## src/rtl/dual_issue_scheduler_pkg.sv

```systemverilog
// Shared types for the dual-issue scheduler.
// FSM state, register index type and stall counter width.
package dual_issue_scheduler_pkg;

  localparam int CNT_W = 16;

  typedef logic [4:0] reg_idx_t;

  typedef enum logic {
    PAIR,
    SECOND
  } state_t;

endpackage

```

## src/rtl/dual_issue_scheduler_hazard_check.sv

```systemverilog
// Pairwise hazard between an older producer and a younger consumer.
// Flags a RAW on rd (x0 excluded) or a shared memory-port conflict.
module hazard_check
  import dual_issue_scheduler_pkg::*;
(
  input  logic     p_wr,
  input  reg_idx_t p_rd,
  input  logic     p_mem,
  input  reg_idx_t c_rs1,
  input  reg_idx_t c_rs2,
  input  logic     c_rs2_used,
  input  logic     c_mem,
  output logic     hit
);

  logic rs1_hit;
  logic rs2_hit;
  logic raw;

  assign rs1_hit = p_rd == c_rs1;
  assign rs2_hit = c_rs2_used & (p_rd == c_rs2);
  assign raw     = p_wr & (p_rd != '0) & (rs1_hit | rs2_hit);
  assign hit     = raw | (p_mem & c_mem);

endmodule

```

## src/rtl/dual_issue_scheduler.sv

```systemverilog
// In-order dual-issue scheduler: co-issues a decoded pair or splits it,
// inserting one bubble on a load-use hazard against the last issued load.
module dual_issue_scheduler
  import dual_issue_scheduler_pkg::*;
(
  input  logic             clk,
  input  logic             rst,
  input  logic             in_valid,
  output logic             in_ready,
  input  reg_idx_t         s0_rd,
  input  reg_idx_t         s0_rs1,
  input  reg_idx_t         s0_rs2,
  input  logic             s0_wr,
  input  logic             s0_rs2_used,
  input  logic             s0_load,
  input  logic             s0_store,
  input  logic             s0_ctrl,
  input  reg_idx_t         s1_rd,
  input  reg_idx_t         s1_rs1,
  input  reg_idx_t         s1_rs2,
  input  logic             s1_wr,
  input  logic             s1_rs2_used,
  input  logic             s1_load,
  input  logic             s1_store,
  input  logic             s1_ctrl,
  input  logic             out_ready,
  input  logic             flush,
  output logic             lane0_valid,
  output logic             lane1_valid,
  output logic             lane0_is_slot1,
  output logic [CNT_W-1:0] lu_stall_cnt
);

  state_t   state;
  state_t   state_nxt;
  logic     lu_valid;
  reg_idx_t lu_rd;

  logic     pair_hit;
  logic     lu0_hit;
  logic     lu1_hit;
  logic     co_issue;
  logic     bubble;
  logic     ld_issue;
  reg_idx_t ld_rd;

  // Slot 1 never needs its own wr/ctrl bits: nothing younger is checked.
  logic unused_in;
  assign unused_in = &{1'b0, s1_wr, s1_ctrl};

  hazard_check u_pair (
    .p_wr       (s0_wr),
    .p_rd       (s0_rd),
    .p_mem      (s0_load | s0_store),
    .c_rs1      (s1_rs1),
    .c_rs2      (s1_rs2),
    .c_rs2_used (s1_rs2_used),
    .c_mem      (s1_load | s1_store),
    .hit        (pair_hit)
  );

  hazard_check u_lu0 (
    .p_wr       (lu_valid),
    .p_rd       (lu_rd),
    .p_mem      (1'b0),
    .c_rs1      (s0_rs1),
    .c_rs2      (s0_rs2),
    .c_rs2_used (s0_rs2_used),
    .c_mem      (1'b0),
    .hit        (lu0_hit)
  );

  hazard_check u_lu1 (
    .p_wr       (lu_valid),
    .p_rd       (lu_rd),
    .p_mem      (1'b0),
    .c_rs1      (s1_rs1),
    .c_rs2      (s1_rs2),
    .c_rs2_used (s1_rs2_used),
    .c_mem      (1'b0),
    .hit        (lu1_hit)
  );

  assign co_issue = !s0_ctrl & !pair_hit & !lu1_hit;

  always_comb begin
    lane0_valid    = 1'b0;
    lane1_valid    = 1'b0;
    lane0_is_slot1 = 1'b0;
    in_ready       = 1'b0;
    bubble         = 1'b0;
    state_nxt      = state;
    if (rst) begin
      state_nxt = PAIR;
    end else if (flush) begin
      in_ready  = 1'b1;
      state_nxt = PAIR;
    end else if (out_ready) begin
      unique case (state)
        PAIR: begin
          if (in_valid) begin
            if (lu0_hit) begin
              bubble = 1'b1;
            end else begin
              lane0_valid = 1'b1;
              if (co_issue) begin
                lane1_valid = 1'b1;
                in_ready    = 1'b1;
              end else begin
                state_nxt = SECOND;
              end
            end
          end
        end
        SECOND: begin
          if (lu1_hit) begin
            bubble = 1'b1;
          end else begin
            lane0_valid    = 1'b1;
            lane0_is_slot1 = 1'b1;
            in_ready       = 1'b1;
            state_nxt      = PAIR;
          end
        end
      endcase
    end
  end

  // At most one lane carries a load, so the selects are exclusive.
  always_comb begin
    ld_issue = 1'b0;
    ld_rd    = '0;
    unique case (1'b1)
      lane0_valid & !lane0_is_slot1 & s0_load: begin
        ld_issue = 1'b1;
        ld_rd    = s0_rd;
      end
      (lane1_valid | lane0_is_slot1) & s1_load: begin
        ld_issue = 1'b1;
        ld_rd    = s1_rd;
      end
      default: ;
    endcase
  end

  always_ff @(posedge clk or posedge rst) begin
    if (rst) begin
      state        <= PAIR;
      lu_valid     <= 1'b0;
      lu_rd        <= '0;
      lu_stall_cnt <= '0;
    end else if (flush) begin
      state    <= PAIR;
      lu_valid <= 1'b0;
    end else if (out_ready) begin
      state    <= state_nxt;
      lu_valid <= ld_issue & (ld_rd != '0);
      if (ld_issue)
        lu_rd <= ld_rd;
      if (bubble && lu_stall_cnt != '1)
        lu_stall_cnt <= lu_stall_cnt + 1'b1;
    end
  end

endmodule

```

## config.mk

```make
export PLATFORM = sky130hd
export DESIGN_NAME = dual_issue_scheduler
export DESIGN_NICKNAME = d
export VERILOG_FILES = /design/src/rtl/dual_issue_scheduler_pkg.sv /design/src/rtl/dual_issue_scheduler_hazard_check.sv /design/src/rtl/dual_issue_scheduler.sv
export SDC_FILE = /design/constraint.sdc
export NUM_CORES = 1
export LEC_CHECK = 0
export ABC_CLOCK_PERIOD_IN_PS = 2370
export CORE_MARGIN = 5
export CORE_UTILIZATION = 39
export DETAILED_ROUTE_END_ITERATION = 10
export PLACE_DENSITY = 0.83
export SETUP_SLACK_MARGIN = 0.05
export SLEW_MARGIN = 0
export SYNTH_ARGS = -nofsm -noshare
export SYNTH_HDL_FRONTEND = slang
export SYNTH_SLANG_ARGS = --single-unit
```

## constraint.sdc

```tcl
create_clock -name clk -period 2.37 [get_ports clk]
set_clock_uncertainty 0.15 [all_clocks]
set_input_delay 0.3555 -clock clk [delete_from_list [all_inputs] [get_ports clk]]
set_output_delay 0.3555 -clock clk [all_outputs]
set_load 0.01 [all_outputs]
```

Word-level counts from Yosys, hierarchy flattened
Index checks and enable logic that the tools add are counted.
- register bits after elaboration: 23
- input bits: 45
- output and inout port bits: 20
- logic and storage cells: 88
- add/subtract/negate cells: 1
- eq/ne operators: 7
- mux-type cells: 40
- bitwise gates (word level): 24
- reduce and logical (&&, ||, !) cells: 12
- operators with widths (cell ; number):
    $mux W1 ; 35
    $eq A5 B5 Y1 ; 6
    $add A16 B1 Y16 const B ; 1
    $ne A16 B16 Y1 const B ; 1
    $and A1 B1 Y1 ; 15
    $reduce_bool A5 Y1 ; 3
    $pmux W5 S2 ; 1
    $pmux W1 S2 ; 4
    $or A1 B1 Y1 ; 7
    $reduce_and A3 Y1 ; 2
    $logic_not A1 Y1 ; 4
    $not A1 Y1 ; 2
    $reduce_bool A2 Y1 ; 1
    $reduce_or A2 Y1 ; 1
    $logic_and A1 B1 Y1 ; 1

Logic depth before layout (Yosys ltp)
- depth in word-level cells: 22
- depth in mapped cells: 9
- gate-level depth less buffers: 7

Modules after synthesis
Synthesis repeated with hierarchy kept, for this count alone.
- cell total of the unflattened synthesis: 189
- area, all modules: 1700.4 µm²
- by module, submodules not included (module ; times used ; cells each ; area an instance (µm²) ; seq. area each (µm²)):
    dual_issue_scheduler ; 1 ; 132 ; 1295.0 ; 575.6
    hazard_check ; 3 ; 19 ; 135.1 ; 0.0

Worst setup path after synthesis
OpenSTA, ideal clock, no wires.
- path type: register to output
- from: register lu_rd[1]
- to: output port in_ready
- arrival: 2135 ps
- data required time: 1864 ps
- path slack: -270 ps
- stages on the path, launching flop included: 7
- path buffers: 1
- path through: dfrtp_1 buf_6 or4_4 o21ai_4 o21ai_0 or2_2 a311oi_1
- longest elaborated chain between the ends: 13
- elaborated cells between the ends (all ways): 22
- those cells by class: 4 x eq/ne; 8 x mux; 8 x bitwise; 2 x reduce/logical
- ends and longest elaborated chain (element ; line ; RTL):
    start, declared ; dual_issue_scheduler.sv:37 ; reg_idx_t lu_rd;
    start signal, assigned ; dual_issue_scheduler.sv:159 ; lu_rd <= ld_rd;
    $eq A5 B5 Y1 ; dual_issue_scheduler_hazard_check.sv:21 ; assign rs2_hit = c_rs2_used & (p_rd == c_rs2);
    $and A1 B1 Y1 ; dual_issue_scheduler_hazard_check.sv:21 ;
    $or A1 B1 Y1 ; dual_issue_scheduler_hazard_check.sv:22 ; assign raw = p_wr & (p_rd != '0) & (rs1_hit | rs2_hit);
    $and A1 B1 Y1 ; dual_issue_scheduler_hazard_check.sv:22 ;
    $logic_not A1 Y1 ; dual_issue_scheduler.sv:84 ; assign co_issue = !s0_ctrl & !pair_hit & !lu1_hit;
    $and A1 B1 Y1 ; dual_issue_scheduler.sv:84 ;
    $mux W1 ; dual_issue_scheduler.sv:106 ; if (co_issue) begin
    $mux W1 ; dual_issue_scheduler.sv:102 ; if (lu0_hit) begin
    $mux W1 ; dual_issue_scheduler.sv:101 ; if (in_valid) begin
    $pmux W1 S2 (*) ; dual_issue_scheduler.sv:99 ; unique case (state)
    $mux W1 (*) ; dual_issue_scheduler.sv:98 ; end else if (out_ready) begin
    $mux W1 (*) ; dual_issue_scheduler.sv:95 ; end else if (flush) begin
    $mux W1 (*) ; dual_issue_scheduler.sv:93 ; if (rst) begin
    end, declared ; dual_issue_scheduler.sv:9 ; output logic in_ready,
Every way passes the cells marked *; elsewhere a longest branch is shown, timed or not.

Worst setup path in the final report
- from: register lu_rd[3]
- to: output port in_ready
Same word-level chain as after synthesis.

==> metrics.txt <==
first-pass GRT wire length=7.89 mm; Die W=74.2 µm; switching pwr=351 µW; initial core utilization=0.402; initial antenna violation count=0; clock insertion delay at the later pin of the skew report=0.26 ns; area grow syn2layout=77.5%; vias in the first global route=1,776; Switching Share=0.302; Hold/Removal Path Class=reg -> reg; H-tree lvl count=1; share of cells above drive strength 1=0.326; routed wire length=4.97 mm; post-DR wirelength/cell=15.4 µm; r2r setup slk=-0.21 ns; Syn Area/Cell=9.52 µm²; GPL Wtd Cong=0.793; YS warnings=0; Avg Vias per Cell=5.13; count of cell types in the netlist=38; GRT busiest layer=met2; ys async rst share=1.00; IO Count=65; Cell Area, Synth=1610 µm²; chip height=74.2 µm; DRC viols=0; PnR worst setup slack=-0.253 ns; Critical Path End=in_ready; Max Buffers Root-to-Sink=2; Sink Count=23; relative slew slack=0.724; met2 Track Usage GR=0.317; Power Dens Cells=407 nW/µm²; via count=1,658; cell taking the most area after synthesis=dfrtp_1; most common cell after layout, fill and taps aside=clkdlybuf4s50_1; Max-Cap Viols=0; Root Driver=clkbuf_8; clock-pin slew on the worst setup and hold paths=0.08 ns; Final Util=0.714; CTS Buf Count=3; LEAKAGE=1.29 nW; EDFF count, synth=0; met1 Usage GRT=0.229; r2r worst-path depth=10; logic gate share of total power=0.419; pin count of the biggest net entering global routing=24; status=finished, violations left; cell count after synthesis=169; sequential element share of the synthesized area=0.358; Fillers=291; CP Data Required Time=1.86 ns; Setup violations, final=26; CP startpoint=lu_rd[3]; n_diodes=0; worst hold start=lu_stall_cnt[8]; Hold WS=0.338 ns; first drt pass iteration count=4; fin nets=320; top cell type's share of synthesized area=0.358; Seq cells post-synth=23; Int Power=811 µW; dominant synthesized flop cell=dfrtp_1; DP HPWL=3.63 mm; Worst EP arrival=2.12 ns; Final Hold Fails=0; Port Buf Inserts=62; Final ANT Viol Nets=0; Crit Path Max Fanout=3; Worst setup EP type=primary output; Crit Path Class=reg -> out; clock power share=0.198; Slew Limit Fails=0; placed cell area=2530 µm²; Overflow after GRT=0; num rows=23; R2R Path End=lu_stall_cnt[12]; commonest non-fill, non-tap cells in the layout=clkdlybuf4s50_1 (44), buf_4 (35), dfrtp_1 (22); Worst Max-Slew Pin Slew=0.413 ns; synth top area cells=dfrtp_1 (36%), xnor2_1 (14%), xor2_1 (11%), a221o_1 (3.1%), nand4_1 (3.1%); RSZ-0062 raised after global routing=yes; Worst R2R Start=lu_rd[4]; Tmin final=2.62 ns; GRT met3 Usage=0.0270; sequential share of power=0.384; peak supply drop=0.241 mV; CTS tree=done; die area=5510 µm²; Syn Nets=215; Max Fclk=381 MHz; cell area after layout=2860 µm²; DP Worst Slack=-0.770 ns; Detailed Route Iter0 Violations=53; failing checks=negative setup slack; core area=4000 µm²; period utilization=1.11; crit start category=flip-flop; GR Util All Layers=0.182
[what timing repair did]
| action | in CTS | in global routing |
|---|---|---|
| endpoints found under the setup margin | 26 | 27 |
| pin swaps | 24 | 11 |
| buffers inserted | 7 | 4 |
| gates cloned | 0 | 0 |
| hold buffers | 0 | 0 |
| resized for setup | 62 | 15 |
[stage by stage]
stage               cells  TNS (ns)  power [mW]
floorplan             169    -0.613       0.660
finish                323     -3.26        1.16
detailed placement    309    -14.95       0.831
global placement      309    -11.40       0.819
global route          323     -7.32        1.22
CTS                   320     -3.86        1.14
[Yosys cell counts (2+ instances only)]
master / number
a221o_1: 5
and3_1: 7
clkbuf_1: 2
o21ai_0: 3
nand3_1: 9
a32oi_1: 2
o2111ai_1: 2
nand2_1: 9
dfrtp_1: 23
o22a_1: 2
nor2_1: 12
nor4_1: 2
buf_2: 4
xor2_1: 20
nand4_1: 8
inv_1: 8
and2_1: 2
xnor2_1: 25
or2_2: 2
a21oi_1: 2
nor3_1: 3
[per-layer routing]
metal	wire, µm	vias up	part of all wire
met4	119	0	0.024
met1	2040	797	0.41
met3	179	12	0.036
li1	-	803	-
met2	2630	46	0.53
met5	0	-	0
[how the worst min path moves through the flow]
stage,endpoint,slack (ns),cells past startpoint
detailed placement,lu_stall_cnt[8],0.34,1
global placement,lu_stall_cnt[13],0.32,1
global route,lu_stall_cnt[8],0.35,1
CTS,lu_stall_cnt[8],0.35,1
finish,lu_stall_cnt[8],0.34,1
floorplan,lu_rd[0],0.08,1
[registers in the layout (all words and copies together) (netlist names)]
signal	count
lu_stall_cnt	16
lu_rd	5
lu_valid	1
state	1
[critical path: stages (launching register included)]
cell	delay, ns
dfrtp_1	0.40
or4_4	0.56
o21ai_4	0.18
o221ai_2	0.13
or2_4	0.25
a311oi_2	0.17
buf_2	0.16
[logic make-up (layout without fill, tap and decap cells)]
logic type                 Yosys count  in the layout  synth area share
and+or+nand+nor                     60             60             0.198
xor gates and xnor gates            45             45             0.245
AOI/OAI and AO/OA                   23             23             0.137
DFF                                 23             23             0.358
buffers and inverters               16            120            0.0474
adders and majority gates            1              1           0.00777
muxes                                1              1           0.00700
[layout make-up]
class	count	area, µm²	area share
well taps	50	62.6	0.0219
repair buffers	108	982	0.344
clock buffers	4	45.0	0.0158
multi-input cells	130	1160	0.405
inverters	8	33.8	0.0118
flip-flops and latches	23	577	0.202
[power groups by stage]
| stage | clock [mW] | sequential [mW] | combinational, mW |
|---|---|---|---|
| 3_3_place_gp | 0 | 0.447 | 0.372 |
| 4_1_cts | 0.242 | 0.442 | 0.454 |
| 5_1_grt | 0.254 | 0.450 | 0.520 |
| 6_report | 0.230 | 0.446 | 0.486 |
| 2_1_floorplan | 0 | 0.427 | 0.233 |
| 3_5_place_dp | 0 | 0.448 | 0.383 |
No activity file was read; power rests on OpenSTA's default activity.
==> patch, RTL diff (same settings) <==
Change the package constant `CNT_W` from 16 to 12.
--- a/src/rtl/dual_issue_scheduler_pkg.sv
+++ b/src/rtl/dual_issue_scheduler_pkg.sv
@@ -2,7 +2,7 @@
 // FSM state, register index type and stall counter width.
 package dual_issue_scheduler_pkg;
 
-  localparam int CNT_W = 16;
+  localparam int CNT_W = 12;
 
   typedef logic [4:0] reg_idx_t;
 
Interface: changed (resized lu_stall_cnt); port bits go from 65 to 61. No check against the original RTL was run, so the function may have changed too.
==> patch against the original RTL <==
The flow still finishes with violations (negative setup slack). Die area fell by 6.3%. Largest cell class unchanged. Synthesized cell count shrank 10%. Wire length fell by 14%. Clock power down 2%. Worst setup slack improved by 47 ps. Critical path depth up 1. Area after synthesis down 7.3%. Total power is 13% lower. Final cell count down 11%. Core utilization fell by 5.4 points. Final area decreased by 15%. Via count decreased by 11%. Register-to-register slack gained 80 ps. Sequential cell count shrank 4. Highest routed layer unchanged.
==> patch: results (changes against the original RTL) <==
| Metric | Value |
|---|---|
| Outcome | `finished, violations left (unchanged)` |
| Failing checks | `negative setup slack (unchanged)` |
| HPWL Detailed | `3300 um (was 3630 um)` |
| Largest net degree at the start of global routing | `20 (was 24)` |
| GP Congestion | `0.850 (was 0.793)` |
| Input/output buffers | `58 (was 62)` |
| Overall Power | `1.02 mW (was 1.16 mW)` |
| Vias in the first global route | `1461 (was 1776)` |
| Placed Instances | `277 (was 309)` |
| Seq pwr share | `0.367 (was 0.384)` |
| Yosys warning count | `0 (unchanged)` |
| Largest regs | `lu_stall_cnt (12), lu_rd (5) (was lu_stall_cnt (16), lu_rd (5))` |
| Vias per cell | `5.11 (was 5.13)` |
| DR iter-0 viols | `50 (was 53)` |
| Share of cells above drive strength 1 | `0.257 (was 0.326)` |
| Post-route setup TNS | `-1420 ps (was -3260 ps)` |
| Synth top cells by count | `xnor2_1 (26), dfrtp_1 (19), xor2_1 (15) (was xnor2_1 (25), dfrtp_1 (23), xor2_1 (20))` |
| Pleak | `1.06 nW (was 1.29 nW)` |
| Switching Share | `0.294 (was 0.302)` |
| Worst slew margin | `0.771 (was 0.724)` |
| Setup bufs post-CTS | `2 (was 7)` |
| Global Route met2 Usage | `0.292 (was 0.317)` |
| Peak VDD IR | `0.469 mV (was 0.241 mV)` |
| Top post-synthesis cells by area | `dfrtp_1 (32%), xnor2_1 (15%), xor2_1 (8.8%) (was dfrtp_1 (36%), xnor2_1 (14%), xor2_1 (11%))` |
| Root buffer cell | `clkbuf_8 (unchanged)` |
| Syn nets | `198 (was 215)` |
| Fill cells | `320 (was 291)` |
| Mapped Cells | `152 (was 169)` |
| M1 GR Usage | `0.186 (was 0.229)` |
| Critical Path Fanout Max | `4 (was 3)` |
| Fin cells | `289 (was 323)` |
| Final setup violation count | `19 (was 26)` |
| Crit path DAT | `2070 ps (was 2120 ps)` |
| Gates resized, CTS repair | `26 (was 62)` |
| Gr usage total | `0.157 (was 0.182)` |
| Worst setup margin | `-206 ps (was -253 ps)` |
| Worst slack, placed | `-614 ps (was -770 ps)` |
[patch: cell types whose count changed after synthesis, sizes merged, moves of 3 or more]
cell   unedited run  this run
inv               8         2
dfrtp            23        19
o21ai             4         1
nor2             12         8
xor2             20        15
o21a              1         5
[patch: kinds of logic after synthesis]
group / synth area share
buffers and inverters: 0.0503
AOI/OAI and AO/OA: 0.151
adders and majority gates: 0.00839
and+or+nand+nor: 0.223
muxes: 0.00755
xor gates and xnor gates: 0.241
DFF: 0.319
[patch: layout make-up]
| class | count | area, um2 | share of cell area |
|---|---|---|---|
| multi-input combinational | 123 | 988 | 0.406 |
| timing repair buffer | 93 | 855 | 0.351 |
| sequential | 19 | 477 | 0.196 |
| tap | 48 | 60.1 | 0.0247 |
| clock buffer | 3 | 41.3 | 0.0170 |
| inverter | 2 | 7.51 | 0.00308 |
| clock inverter | 1 | 5.00 | 0.00206 |
[patch: layer usage]
layer | wire [um] | up-vias | share of wire
li1 | - | 729 | -
met1 | 1740 | 701 | 0.40
met2 | 2290 | 44 | 0.53
met3 | 250 | 2 | 0.058
met4 | 14 | 0 | 0.0033
met5 | 0 | - | 0
[patch: worst paths after layout]
kind / start / to / slack (ps) / depth (start not counted)
worst max-delay path: lu_rd[0] / in_ready / -210 / 7
worst min-delay path: lu_stall_cnt[10] / lu_stall_cnt[10] / 340 / 1
worst max register to register: lu_rd[0] / lu_stall_cnt[1] / -130 / 9
worst min register to register: lu_stall_cnt[10] / lu_stall_cnt[10] / 340 / 1
max in group asynchronous: rst / lu_rd[3] / 1430 / 4
min in group asynchronous: rst / lu_stall_cnt[2] / 420 / 4
[patch: metrics by stage]
stage          hold WS, ps  area (um2)
2_1_floorplan          157        1500
3_3_place_gp           329        2270
3_5_place_dp           336        2270
4_1_cts                346        2350
5_1_grt                358        2430
6_report               339        2430
